===== config.mk =====
export PLATFORM = sky130hd
export DESIGN_NAME = interrupt_spr
export DESIGN_NICKNAME = d
export VERILOG_FILES = /design/src/rtl/interrupt_spr.sv
export SDC_FILE = /design/constraint.sdc
export NUM_CORES = 1
export LEC_CHECK = 0
export ABC_AREA = 0
export BUFFER_PORTS_ARGS = -buffer_cell sky130_fd_sc_hd__clkbuf_2
export CORE_UTILIZATION = 29
export DETAILED_ROUTE_END_ITERATION = 10
export HOLD_SLACK_MARGIN = 0.05
export PLACE_DENSITY_LB_ADDON = 0.3
export SYNTH_ARGS = -nofsm -noshare
export SYNTH_HDL_FRONTEND = slang
export SYNTH_SLANG_ARGS = --single-unit

===== constraint.sdc =====
create_clock -name clk -period 9.5 [get_ports clk]
set_clock_uncertainty 0.05 [all_clocks]
set_input_delay 1.9 -clock clk [delete_from_list [all_inputs] [get_ports clk]]
set_output_delay 1.9 -clock clk [all_outputs]
set_load 0.005 [all_outputs]

===== src/rtl/interrupt_spr.sv =====
// Interrupt cause masking, priority encoding and special-purpose register file.
// Latency: mca/jisr/il are combinational; register updates take effect on the next clk edge.
// Backpressure: none; jisr pre-empts eret, which pre-empts spr_we, and losers are dropped.
module interrupt_spr (
    input  logic        clk,
    input  logic        rst,
    input  logic [22:0] ca,
    input  logic [31:0] pc,
    input  logic [31:0] next_pc,
    input  logic [31:0] ea,
    input  logic        rpt,
    input  logic        spr_we,
    input  logic [2:0]  spr_addr,
    input  logic [31:0] spr_wdata,
    input  logic        eret,
    output logic [31:0] sr_out,
    output logic [31:0] esr_out,
    output logic [31:0] eca_out,
    output logic [31:0] epc_out,
    output logic [31:0] edata_out,
    output logic [31:0] pto,
    output logic [31:0] ptl,
    output logic        mode_out,
    output logic [22:0] mca,
    output logic        jisr,
    output logic [4:0]  il
);

    logic [31:0] r_sr;
    logic [31:0] r_esr;
    logic [31:0] r_eca;
    logic [31:0] r_epc;
    logic [31:0] r_edata;
    logic [31:0] r_pto;
    logic [31:0] r_ptl;
    logic        r_mode;

    logic [22:0] w_mca;
    logic        w_jisr;
    logic [4:0]  w_il;

    // Causes 0..5 are never masked; external/overflow causes are gated by the current sr bits.
    always_comb begin
        w_mca = {ca[22:6] & r_sr[22:6], ca[5:0]};
    end

    assign w_jisr = |w_mca;

    // Lowest set bit wins; scanning downwards leaves the lowest index as the final assignment.
    always_comb begin
        w_il = 5'd0;
        for (int i = 22; i >= 0; i--) begin
            if (w_mca[i]) begin
                w_il = 5'(i);
            end
        end
    end

    // Register file update: interrupt entry, then exception return, then software write.
    always_ff @(posedge clk or posedge rst) begin
        if (rst) begin
            r_sr    <= 32'd0;
            r_esr   <= 32'd0;
            r_eca   <= 32'd0;
            r_epc   <= 32'd0;
            r_edata <= 32'd0;
            r_pto   <= 32'd0;
            r_ptl   <= 32'd0;
            r_mode  <= 1'b0;
        end else if (w_jisr) begin
            r_esr   <= r_sr;
            r_sr    <= 32'd0;
            r_eca   <= {9'd0, w_mca};
            r_epc   <= rpt ? pc : next_pc;
            r_edata <= ea;
            r_mode  <= 1'b0;
        end else if (eret) begin
            r_sr   <= r_esr;
            r_mode <= 1'b1;
        end else if (spr_we) begin
            case (spr_addr)
                3'd0: r_sr    <= spr_wdata;
                3'd1: r_esr   <= spr_wdata;
                3'd2: r_eca   <= spr_wdata;
                3'd3: r_epc   <= spr_wdata;
                3'd4: r_edata <= spr_wdata;
                3'd5: r_pto   <= spr_wdata;
                3'd6: r_ptl   <= spr_wdata;
                3'd7: r_mode  <= spr_wdata[0];
                default: ;
            endcase
        end
    end

    assign sr_out    = r_sr;
    assign esr_out   = r_esr;
    assign eca_out   = r_eca;
    assign epc_out   = r_epc;
    assign edata_out = r_edata;
    assign pto       = r_pto;
    assign ptl       = r_ptl;
    assign mode_out  = r_mode;
    assign mca       = w_mca;
    assign jisr      = w_jisr;
    assign il        = w_il;

endmodule


==> results.md <==
* Placed cell areas at 13,100 um^2
* Remaining DRCs at 27
* Ys async rst share at 100%
* PostCTS Resize Cnt at 0
* Post-synth EDFFs at 0
* Initial Util at 29.7%
* WP data required at 7.55 ns
* Leak at 7.52 nW
* Worst min path class: flop to flop
* Final setup fails at 0
* Clock share of power at 45.4%
* Max-slew headroom at 26.1%
* Area contributors post-synth: dfrtp_1 (53%), mux2i_1 (14%), mux2_2 (10%)
* Ys Warns at 0
* Nets at 1,487
* PwrDens at 158 nW/um^2
* RSZ-0062 raised after global routing: false
* Setup tns final at 0 ns
* Die Span Y at 193 um
* Max Cap Violations at 0
* Global-route usage over all layers at 20.5%
* Final hold violation count at 0
* Top cell type's share of synthesized area at 53.1%
* Sequential power share at 45.6%
* Initial DRC Count at 328
* Initial antenna violation count at 0
* Worst VDD drop at 0.121 mV
* Final Max Tran Viols at 0
* Vias in the first global route at 9,157
* Fraction of layout cells with a size suffix above 1 at 42.9%
* Status: finished, violations left
* Mapped Cells at 940
* CTS tree: built
* Seq cells post-synth at 225
* Post-CTS Setup Inserts at 0
* Worst-path clk slew at 0.06 ns
* Core box area at 35,700 um^2
* Period minus WS final at 6.03 ns
* Vias/cell at 4.87
* First-pass detailed-route iteration total at 9
* Hpwl dp at 27,100 um
* Tcrit/Tclk final at 63.5%
* Post-Syn Area at 10,600 um^2
* IO Pins at 413
* Remaining antenna violation count after routing at 0
* Clock latency reported for the late side of the worst-skew pair at 0.55 ns
* Switching power at 0.557 mW
* Synthesized area per cell at 11.3 um^2
* Clk buf depth at 3
* Register area share after synthesis at 53.1%
* CP max FO at 62
* WP data arrival at 4.08 ns
* Failing checks: design-rule violations
* Crit path launch type: primary input
* RePlAce Congestion at 0.806
* Crit Path Class: primary input to output port
* Row count at 69
* Final cell count without fillers at 1,810
* Predominant post-synthesis flop cell: dfrtp_1
* Combinational power share at 8.9%
* Most frequent cells in the layout: clkbuf_2 (411), dfrtp_1 (225), mux2i_1 (147)
* P&R area growth vs syn at 31.2%
* Wire per inst at 21.3 um
* Final instance area at 13,900 um^2
* Sw frac at 25.4%
* Total gr overflow at 0
* Worst-Margin Slew at 1.11 ns
* TritonCTS Buffers at 27
* Yosys cell types at 44
* Leading area contributor after synthesis: dfrtp_1
* Post-Place Cells at 1,760
* Hold Buf Count CTS at 0
* Cell Int Power at 1.64 mW
* R2R cell count at 7
* Die ar. at 37,400 um^2
* CP Capture Type: output port
* Most common cell after layout, fill and taps aside: clkbuf_2
* Routed WL at 38,600 um
* Fmax at 166 MHz
* H-tree lvl count at 1
* PortBufs at 412
* Global-route wire length before repair at 58,800 um
* Die Span X at 193 um
* Hold Path Depth at 1
* Root buffer cell: clkbuf_16
* CTS sink count at 225
* Largest net degree at the start of global routing at 118
* Vias post-DR at 8,806
* Synthesized Nets at 1,099
* Antenna Cells at 0
## synthesized netlist by cell type, drive strengths merged, types with 2 or more instances
library cell    n
clkbuf         43
nand2          37
nor2b          33
inv            18
mux2           97
nand4           3
buf            25
nand3           6
and2            2
a22oi           3
nor2          106
a31oi           2
nor4            2
or3             2
dfrtp         225
o21ai          19
nor3            3
or4             2
mux2i         147
a211oi         35
o21bai          7
a2bb2oi         3
a21oi         106
## through the flow
step	power, mW	hold slack, ns	util, %	setup WS (ns)
2_1_floorplan	1.11	0.433	-	1.39
3_3_place_gp	1.21	0.424	36.6	3.48
3_5_place_dp	1.22	0.433	36.6	3.46
4_1_cts	2.23	0.451	38.9	3.47
5_1_grt	2.28	0.470	38.9	3.40
6_report	2.19	0.448	38.9	3.47
## flip-flops by register name, summed over array words and instances, names as in the netlist
| signal | cells |
|---|---|
| edata_out | 32 |
| sr_out | 32 |
| eca_out | 32 |
| ptl | 32 |
| mode_out | 1 |
| epc_out | 32 |
| esr_out | 32 |
| pto | 32 |
## per-layer routing
layer	track usage (%)	wire, um
met5	0	0
met2	35.2	18600
met4	4.77	870
met1	26.2	16800
met3	4.53	2370
## power by group through the flow
| stage | Combinational (mW) | Clock [mW] | Sequential (mW) |
|---|---|---|---|
| after floorplan | 0.0870 | 0 | 1.02 |
| after global placement | 0.199 | 0 | 1.02 |
| after detailed placement | 0.200 | 0 | 1.02 |
| after CTS | 0.201 | 1.03 | 1.00 |
| after global routing | 0.218 | 1.06 | 1.00 |
| final | 0.196 | 0.997 | 1.00 |
## path summary, 6_finish.rpt
path	to	startpoint	slack (ns)
max	jisr	ca[20]	3.47
min	ptl[22]	ptl[22]	0.45
max reg2reg	eca_out[22]	sr_out[20]	5.02
min reg2reg	ptl[22]	ptl[22]	0.45
max in group asynchronous	esr_out[2]	rst	6.60
min in group asynchronous	epc_out[1]	rst	1.45
## worst max-delay path: stages
cell and delay (ns):
clkbuf_2 0.09, a222oi_1 0.69, nand4_1 0.45, nor4_4 0.30, inv_2 0.04, buf_4 0.37
clkbuf_2 0.22
## cell families after synthesis
group	synth area share [%]
AND/OR/NAND/NOR	9.06
buffers and inverters	3.62
AO/OA/AOI/OAI	10.1
flip-flops	53.1
multiplexers	24.2
## cell type report
class / count / area, um^2
clock inverter: 14 / 113
multi-input combinational: 629 / 4620
clock buffer: 36 / 729
timing repair buffer: 427 / 2170
sequential: 225 / 5630
fill: 3637 / 21800
tap: 461 / 577
inverter: 18 / 75.1
Power figures use the tool's default switching activity.
